File: src/rtl/layer_out_serializer_pkg.sv
// Shared state encoding and index-width helper for the layer output serializer.
package layer_out_serializer_pkg;

  typedef enum logic {
    COLLECT = 1'b0,
    SHIFT   = 1'b1
  } state_e;

  // Index width is max(1, clog2(n)) so a single-neuron layer still gets a 1-bit index.
  function automatic int idx_width(input int n);
    return ($clog2(n) > 1) ? $clog2(n) : 1;
  endfunction

endpackage

File: src/rtl/layer_ser_capture.sv
// One neuron slot: word register plus captured-mask bit with duplicate detection.
// word_nxt_o exposes the value the register takes at the next edge so the top can forward it.
module layer_ser_capture #(
  parameter int DATA_WIDTH = 16
) (
  input  logic                  clk,
  input  logic                  rst,
  input  logic                  accept_i,
  input  logic                  clear_i,
  input  logic                  vld_i,
  input  logic [DATA_WIDTH-1:0] dat_i,
  output logic [DATA_WIDTH-1:0] word_nxt_o,
  output logic                  mask_o,
  output logic                  dup_o
);

  logic [DATA_WIDTH-1:0] word_q, word_d;
  logic                  mask_q, mask_d;
  logic                  take;

  always_comb begin
    take   = accept_i & vld_i;
    word_d = take ? dat_i : word_q;
    mask_d = mask_q;
    // The completing capture still stores its word, but the mask restarts empty.
    if (clear_i) begin
      mask_d = 1'b0;
    end else if (take) begin
      mask_d = 1'b1;
    end
  end

  always_ff @(posedge clk) begin
    if (rst) begin
      word_q <= '0;
      mask_q <= 1'b0;
    end else begin
      word_q <= word_d;
      mask_q <= mask_d;
    end
  end

  assign word_nxt_o = word_d;
  assign mask_o     = mask_q;
  assign dup_o      = take & mask_q;

endmodule

File: src/rtl/layer_out_serializer.sv
// Collects one word per neuron, then replays them neuron 0 first, one per cycle, no backpressure.
// Optional LAYER_SER_INDEX_EN adds a registered data_out_idx port.
module layer_out_serializer
  import layer_out_serializer_pkg::*;
#(
  parameter int  NUM_NEURONS = 30,
  parameter int  DATA_WIDTH  = 16,
  localparam int IDX_W       = idx_width(NUM_NEURONS)
) (
  input  logic                              clk,
  input  logic                              rst,
  input  logic [NUM_NEURONS*DATA_WIDTH-1:0] in_data,
  input  logic [NUM_NEURONS-1:0]            in_valid,
  output logic [DATA_WIDTH-1:0]             data_out,
  output logic                              data_out_valid,
  output logic                              data_out_last,
  output logic                              overrun
`ifdef LAYER_SER_INDEX_EN
  ,
  output logic [IDX_W-1:0]                  data_out_idx
`endif
);

  localparam logic [IDX_W-1:0] LAST_IDX = IDX_W'(NUM_NEURONS - 1);

  state_e                  state_q, state_d;
  logic [IDX_W-1:0]        idx_q, idx_d;
  logic [DATA_WIDTH-1:0]   data_q, data_d;
  logic                    valid_q, valid_d;
  logic                    last_q, last_d;
  logic                    overrun_q, overrun_d;

  logic [NUM_NEURONS-1:0]  mask;
  logic [NUM_NEURONS-1:0]  dup;
  logic [DATA_WIDTH-1:0]   word_nxt [NUM_NEURONS];
  logic                    is_collect, is_shift, final_word, complete, accept;

  assign is_collect = (state_q == COLLECT);
  assign is_shift   = (state_q == SHIFT);
  assign final_word = is_shift && (idx_q == LAST_IDX);
  assign complete   = is_collect && (&(mask | in_valid));
  // The final word cycle reopens capture so the next layer pass can start immediately.
  assign accept     = is_collect | final_word;

  for (genvar k = 0; k < NUM_NEURONS; k++) begin : g_slot
    layer_ser_capture #(
      .DATA_WIDTH(DATA_WIDTH)
    ) u_slot (
      .clk       (clk),
      .rst       (rst),
      .accept_i  (accept),
      .clear_i   (complete),
      .vld_i     (in_valid[k]),
      .dat_i     (in_data[k*DATA_WIDTH +: DATA_WIDTH]),
      .word_nxt_o(word_nxt[k]),
      .mask_o    (mask[k]),
      .dup_o     (dup[k])
    );
  end

  always_comb begin
    state_d = state_q;
    idx_d   = idx_q;
    if (complete) begin
      state_d = SHIFT;
      idx_d   = '0;
    end else if (is_shift) begin
      if (final_word) begin
        state_d = COLLECT;
        idx_d   = '0;
      end else begin
        idx_d = idx_q + IDX_W'(1);
      end
    end
  end

  // Outputs are computed from next state so the first word lands one cycle after completion.
  always_comb begin
    overrun_d = overrun_q
              | (is_collect & (|dup))
              | (is_shift & ~final_word & (|in_valid));
    valid_d   = (state_d == SHIFT);
    last_d    = valid_d && (idx_d == LAST_IDX);
    data_d    = valid_d ? word_nxt[idx_d] : '0;
  end

  always_ff @(posedge clk) begin
    if (rst) begin
      state_q   <= COLLECT;
      idx_q     <= '0;
      data_q    <= '0;
      valid_q   <= 1'b0;
      last_q    <= 1'b0;
      overrun_q <= 1'b0;
    end else begin
      state_q   <= state_d;
      idx_q     <= idx_d;
      data_q    <= data_d;
      valid_q   <= valid_d;
      last_q    <= last_d;
      overrun_q <= overrun_d;
    end
  end

  assign data_out       = data_q;
  assign data_out_valid = valid_q;
  assign data_out_last  = last_q;
  assign overrun        = overrun_q;

`ifdef LAYER_SER_INDEX_EN
  logic [IDX_W-1:0] idx_out_q, idx_out_d;

  assign idx_out_d = valid_d ? idx_d : '0;

  always_ff @(posedge clk) begin
    if (rst) begin
      idx_out_q <= '0;
    end else begin
      idx_out_q <= idx_out_d;
    end
  end

  assign data_out_idx = idx_out_q;
`else
  // Index output not built; downstream sees only the word stream.
`endif

endmodule

File: config.mk
export PLATFORM = sky130hd
export DESIGN_NAME = layer_out_serializer
export DESIGN_NICKNAME = d
export VERILOG_FILES = /design/src/rtl/layer_out_serializer_pkg.sv /design/src/rtl/layer_ser_capture.sv /design/src/rtl/layer_out_serializer.sv
export SDC_FILE = /design/constraint.sdc
export NUM_CORES = 1
export LEC_CHECK = 0
export CAP_MARGIN = 10
export CORE_AREA = 2 2 284 286
export CTS_CLUSTER_DIAMETER = 200
export CTS_CLUSTER_SIZE = 20
export DETAILED_ROUTE_END_ITERATION = 8
export DIE_AREA = 0 0 286 288
export GPL_ROUTABILITY_DRIVEN = 0
export REMOVE_ABC_BUFFERS = 1
export SLEW_MARGIN = 20
export SYNTH_ARGS = -nofsm -noshare
export SYNTH_HDL_FRONTEND = slang
export SYNTH_SLANG_ARGS = --single-unit
File: constraint.sdc
create_clock -name clk -period 2.4 [get_ports clk]
set_input_delay 0.48 -clock clk [delete_from_list [all_inputs] [get_ports clk]]
set_output_delay 0.48 -clock clk [all_outputs]
set_load 0.05 [all_outputs]
==> flow_summary.yaml, run 1 <==
routing:
  vias: 24050
  drt_iter0_markers: 1933
  viasPerCell: 5.044
  wl_per_cell_microns: 24.99
  drc: 0
  wl_mm: 119.2
  route.antenna.remaining_nets: 0
  firstDrtPassIters: 5
sta:
  final_max_slew_viol_count: 0
  period_share: 1.276
  max_freq_ghz: 0.3265
  rsz0062_at_grt: "yes"
  tightest_slew_ns: 0.8362
  finalSetupViolations: 19
  post-route-min-period_ns: 3.062
  setup_slack_ns: -0.6625
  fin_skew_ns: 0.03349
  fin_setup_tns_ns: -9.271
  hold_viol: 0
  slew-limit-headroom: 0.4426
worst_setup_path:
  critical_path_arrival_ns: 3.59
  cp_slowest_cell: "dfxtp_4"
  max_stage_delay_ns: 0.40
  path_max_fanout: 18
  crit_chain: "nor2_4 > nor4_2 > nand4_1 > buf_4 > or2_4 > nand2_8 > buf_4 > nor2_1 > a22oi_2 > a21oi_2 > buf_4 > o221a_2"
  crit_path_start: "g_slot[26].u_slot.mask_o$_SDFFE_PP0N_"
  crit_path_frequent_cell: "buf_4"
  crit_type: "register to register"
  rrSetupSlack_ns: -0.66
  startpoint_type: "register"
  r2r-start: "g_slot[26].u_slot.mask_o$_SDFFE_PP0N_"
  crit_path_end_kind: "register"
  required_ns: 2.93
worst_hold_path:
  hp-start: "rst"
  min_path_type: "primary input to register"
cells_and_area:
  final_common_cell: "buf_4"
  drive_gt1_frac: 0.2958
  layout_common_cells: "buf_4 (659), dfxtp_1 (517), clkdlybuf4s50_1 (507)"
  fillers: 7518
  syn2layout_area_growth_pct: 63.53
  ff_latch_area_sq_um: 10720
  multi_input_comb_area_sq_um: 13300
  layout.nets: 4199
  design_area_sq_um: 38510
yosys:
  synth.area.top_cells: "dfxtp_1 (45%), mux2i_1 (22%), nor2_1 (8.2%), nand2_1 (3.3%), clkbuf_1 (1.4%)"
  synth-edff-count: 0
  netlist_area_sq_um: 23550
  synth-seq-cells: 534
  ys_seq_area_frac: 0.4539
  postSynthAreaPerCell_sq_um: 9.261
  synth_top_area_share: 0.4539
  synth_cells: 2543
  ys_types: 68
  yosys_warnings: 0
  synth_top_flop_cell: "dfxtp_1"
  synth_top_area_cell: "dfxtp_1"
  synth-async-reset-ratio: 0
pwr:
  power_density_nw_per_um2: 496.3
  p_sw_mw: 5.157
  vdd.ir_drop.worst_mv: 0.8067
  pwr-share-clk: 0.284
  p_int_mw: 13.96
  comb_power_share: 0.217
  total_leakage_power_nw: 16.87
  p_sw_frac: 0.2698
  pwr-share-seq: 0.499
global_routing:
  grt_max_degree: 165
  antenna_found_initial: 39
  grt_pass1_vias: 23480
  grt_usage: 0.2756
  grt-ovfl-total: 0
  grt_pass1_wl_mm: 164.3
placement:
  place_area_sq_um: 35180
  io_buffers: 530
  place_hpwl_mm: 92.57
floorplan:
  row_count: 104
  die_w_microns: 286
  initial_utilization: 0.2957
  io_pins: 531
  core_region_area_sq_um: 79640
  die_y_microns: 288
  die_area_sq_um: 82370
cts:
  clkSinkCount: 534
  cts-buffers-inserted: 30
  ctsLongestPathBuffers: 3
  h-tree-depth: 1
  clk_pin_slew_ns: 0.10
  clock_latency_ns: 0.65
  root_buffer: "clkbuf_16"
  cts_tree: "built"
outcome:
  violations: "negative setup slack"
  status: "finished with violations"
flow_run:
  cap_violations: 0
[final timing paths]
| kind | endpoint | cells past startpoint |
|---|---|---|
| setup / recovery | data_out[5]$_SDFF_PP0_ | 12 |
| hold / removal | idx_q[2]$_SDFF_PP0_ | 2 |
| setup reg to reg | data_out[5]$_SDFF_PP0_ | 12 |
| hold reg to reg | g_slot[13].u_slot.word_q[6]$_SDFF_PP0_ | 2 |
[per-stage QoR]
| stage | hold slack (ns) | total power, mW | util | worst slack (ns) | cells |
|---|---|---|---|---|---|
| after CTS | 0.1523 | 19.07 | 0.4718 | -0.4977 | 4709 |
| after global routing | 0.1654 | 19.79 | 0.4835 | -0.6621 | 4764 |
| after detailed placement | 0.4734 | 13.56 | 0.4418 | -2.296 | 4629 |
| after floorplan | 0.4466 | 10.98 | - | -4.284 | 2352 |
| final | 0.2007 | 19.11 | 0.4836 | -0.6625 | 4768 |
| after global placement | 0.4642 | 13.53 | 0.4418 | -2.397 | 4629 |
[routing by layer]
| metal | wire, microns | track usage | vias up | part of all wire |
|---|---|---|---|---|
| li1 | - | - | 11190 | - |
| met1 | 47480 | 0.3433 | 11520 | 0.40 |
| met2 | 55500 | 0.4521 | 1081 | 0.47 |
| met3 | 10930 | 0.06862 | 224 | 0.092 |
| met4 | 5025 | 0.1168 | 32 | 0.042 |
| met5 | 212 | 0 | - | 0.0018 |
[logic make-up (layout without fill, tap and decap cells)]
family | after synthesis | count (layout) | synth area share
other | 0 | 23 | 0
buffers and inverters | 197 | 1338 | 0.04240
and+or+nand+nor | 912 | 913 | 0.1622
AOI/OAI and AO/OA | 330 | 330 | 0.09712
adders and majority gates | 2 | 2 | 0.001062
xor gates and xnor gates | 2 | 2 | 0.0007439
muxes | 566 | 566 | 0.2425
DFF | 534 | 534 | 0.4539
[power by group through the flow]
stage	combinational (mW)	clock (mW)	sequential (mW)
3_5_place_dp	3.82	0	9.73
4_1_cts	3.98	5.55	9.53
6_report	4.14	5.43	9.54
5_1_grt	4.36	5.84	9.59
3_3_place_gp	3.81	0	9.72
2_1_floorplan	1.28	0	9.69
[cells in the mapped netlist, drive strengths merged (5+ instances only)]
master   instances
and3            27
a22oi            9
o22ai           27
mux2i          529
a21oi           43
dfxtp          534
nand4           14
o211ai          12
inv              6
or3              8
o21ai           47
a32oi            8
nor2b            6
a2111oi          5
nor3            20
o21a            22
nand3           58
a311oi          11
a221oi           6
a31oi           47
o22a             7
clkbuf          87
nand2          215
o221ai           9
mux2            37
a211o            7
a211oi          34
and2            19
nor4            17
nor2           520
buf            104
[registers in the layout, summed over array words and instances (netlist names)]
signal / cells
data_out_last: 1
overrun: 1
g_slot.u_slot.mask_o: 30
data_out_valid: 1
idx_q: 5
data_out: 16
g_slot.u_slot.word_q: 480
[critical path: cells and delay by family, from the launching register on]
| family | cells | cell delay (ns) |
|---|---|---|
| AO/OA/AOI/OAI | 3 | 0.70 |
| flip-flops | 1 | 0.40 |
| buffers and inverters | 3 | 0.65 |
| AND/OR/NAND/NOR | 6 | 1.19 |
[timing repair]
item,in CTS,in global routing
buffers inserted,49,37
endpoints found under the setup margin,49,38
hold buffers,0,0
resized for setup,261,120
cloned,4,3
pin swaps,65,54
[layout make-up]
| class | count | area share |
|---|---|---|
| well taps | 1060 | 0.03444 |
| clock buffers | 31 | 0.02014 |
| clock inverters | 1 | 0.0002274 |
| diodes | 23 | 0.001494 |
| repair buffers | 1300 | 0.3193 |
| multi-input cells | 1813 | 0.3454 |
| flip-flops and latches | 534 | 0.2784 |
| inverters | 6 | 0.0006498 |
(Power assumes the default switching activity.)
==> run 2: changes to the inputs <==
- CTS_CLUSTER_DIAMETER: 200 -> 120
==> run 2 against run 1 <==
Against the previous run:
- the flow still finishes with violations (negative setup slack)
- die area is the same
- first-iteration DRC count grew 9.7%
- wire length is 1.2% higher
==> flow_summary.yaml, run 2 (same netlist as run 1, synthesis figures left out) <==
cells_and_area:
  final_common_cell: "buf_4"
  layout.nets: 4210
  top_register: "g_slot.u_slot.word_q"
  fillers: 7460
  largest_reg_flops: 480
  drive_gt1_frac: 0.3046
  syn2layout_area_growth_pct: 64.83
  layout_common_cells: "buf_4 (652), dfxtp_1 (518), clkdlybuf4s50_1 (505)"
  design_area_sq_um: 38820
  layout.core_utilization: 0.4874
worst_setup_path:
  path_max_fanout: 7
  r2r_cells: 13
  crit_chain: "nor2_2 > nor4_1 > nand4_1 > buf_4 > or2_4 > buf_6 > buf_6 > nand2b_4 > o31a_1 > o31ai_4 > a2111oi_4 > buf_4 > a311oi_1"
  rrSetupSlack_ns: -0.59
  required_ns: 2.91
  crit_path_start: "g_slot[14].u_slot.mask_o$_SDFFE_PP0N_"
  crit_type: "register to register"
  timing.critical_path.to: "data_out[6]$_SDFF_PP0_"
  r2r_end: "data_out[6]$_SDFF_PP0_"
  max_stage_delay_ns: 0.38
  path_depth: 13
  r2r-start: "g_slot[14].u_slot.mask_o$_SDFFE_PP0N_"
  critical_path_arrival_ns: 3.50
  cpLargestDelayFamily: "simple AND/OR/NAND/NOR gates"
  startpoint_type: "register"
  cp_slowest_cell: "dfxtp_2"
  crit_path_end_kind: "register"
  path_buf_inv: 4
cts:
  cts-buffers-inserted: 30
  cts_tree: "built"
  clkSinkCount: 534
  ctsLongestPathBuffers: 3
  root_buffer: "clkbuf_16"
  h-tree-depth: 1
  clock_latency_ns: 0.65
  clk_pin_slew_ns: 0.10
  ctsHoldBuffers: 0
global_routing:
  antenna_found_initial: 38
  grt_pass1_wl_mm: 165.2
  grt_max_degree: 165
  grt_usage: 0.2776
  grt_pass1_vias: 23550
  grt-ovfl-total: 0
floorplan:
  row_count: 104
  die_y_microns: 288
  die_area_sq_um: 82370
  io_pins: 531
  die_w_microns: 286
  initial_utilization: 0.2957
  core_region_area_sq_um: 79640
pwr:
  total_leakage_power_nw: 16.95
  vdd.ir_drop.worst_mv: 0.5578
  power_density_nw_per_um2: 494.0
routing:
  route.antenna.remaining_nets: 0
  wl_mm: 120.5
  drc: 0
  wl_per_cell_microns: 25.22
  drt_iter0_markers: 2120
  vias: 24230
  firstDrtPassIters: 6
  viasPerCell: 5.068
sta:
  hold_viol: 0
  period_share: 1.244
  final_max_slew_viol_count: 0
  fin_setup_tns_ns: -8.753
  max_freq_ghz: 0.3349
  setup_slack_ns: -0.5862
  holdWs_ns: 0.2097
  rsz0062_at_grt: "yes"
  post-route-min-period_ns: 2.986
  slew-limit-headroom: 0.4312
  fin_skew_ns: 0.03441
  tightest_slew_ns: 0.8531
  finalSetupViolations: 18
flow_run:
  cap_violations: 0
placement:
  io_buffers: 530
  place_hpwl_mm: 92.57
  place_area_sq_um: 35180
  pre_cts_ws_ns: -2.296
outcome:
  violations: "negative setup slack"
  status: "finished with violations"
worst_hold_path:
  min_path_type: "primary input to register"
  hold_depth: 2
run 2: changes by cell type in the layout (fill, tap and decap cells not counted), moves of 3 or more:
cell      previous run  this run
buf_6               30        48
nor2_1             504       496
mux2i_1            476       464
and2_1               7         4
o21ai_0             30        33
and2_4               9        13
mux2i_2             38        49
o21ai_1             10         7
buf_4              659       652
nor2_2               6        12
a221oi_2             6         3
run 2: worst min-delay path by stage:
stage                                                        from                                 endpoint
final                                                         rst                      idx_q[4]$_SDFF_PP0_
after global routing                                          rst  g_slot[28].u_slot.word_q[11]$_SDFF_PP0_
after CTS                                                     rst  g_slot[28].u_slot.word_q[11]$_SDFF_PP0_
after detailed placement   g_slot[13].u_slot.word_q[6]$_SDFF_PP0_   g_slot[13].u_slot.word_q[6]$_SDFF_PP0_
after global placement    g_slot[21].u_slot.word_q[13]$_SDFF_PP0_  g_slot[21].u_slot.word_q[13]$_SDFF_PP0_
after floorplan             g_slot[16].u_slot.mask_o$_SDFFE_PP0N_    g_slot[16].u_slot.mask_o$_SDFFE_PP0N_
run 2: repair_timing:
action	4_1_cts	5_1_grt
pin swaps	90	60
resized for setup	318	122
gates cloned	6	3
setup buffers	61	33
setup endpoints to repair	54	47
run 2: layer usage:
layer	part of all wire	wire length, microns	vias up	global-route usage
met5	0.0018	217	-	0
met4	0.043	5167	32	0.1166
met3	0.094	11290	254	0.07488
met2	0.47	56210	1105	0.4572
met1	0.40	47660	11610	0.3414
li1	-	-	11230	-
run 2: layout make-up:
type                       count  area (sq um)  area share
multi-input combinational   1813         13460      0.3468
clock inverter                 2         23.77   0.0006124
clock buffer                  31         754.5     0.01944
inverter                       6         25.02   0.0006446
tap                         1060          1326     0.03417
timing repair buffer        1311         12450      0.3207
antenna                       23         57.56    0.001483
sequential                   534         10720      0.2762
run 2: where the power goes:
part	total, mW	internal (mW)	switching [mW]
clock	5.43	2.24	3.19
sequential	9.55	9.38	0.172
combinational	4.20	2.33	1.87
total	19.2	13.9	5.23
run 2: worst register-to-register path, stage by stage (launching register included):
cell and delay, ns:
dfxtp_2 0.38, nor2_2 0.07, nor4_1 0.27, nand4_1 0.28, buf_4 0.24, or2_4 0.35
buf_6 0.18, buf_6 0.13, nand2b_4 0.09, o31a_1 0.20, o31ai_4 0.10, a2111oi_4 0.36
buf_4 0.17, a311oi_1 0.04
run 2: per-stage QoR:
stage	power (mW)	cells
finish	19.18	4780
global placement	13.53	4629
CTS	19.08	4725
detailed placement	13.56	4629
floorplan	10.98	2352
global route	19.78	4776
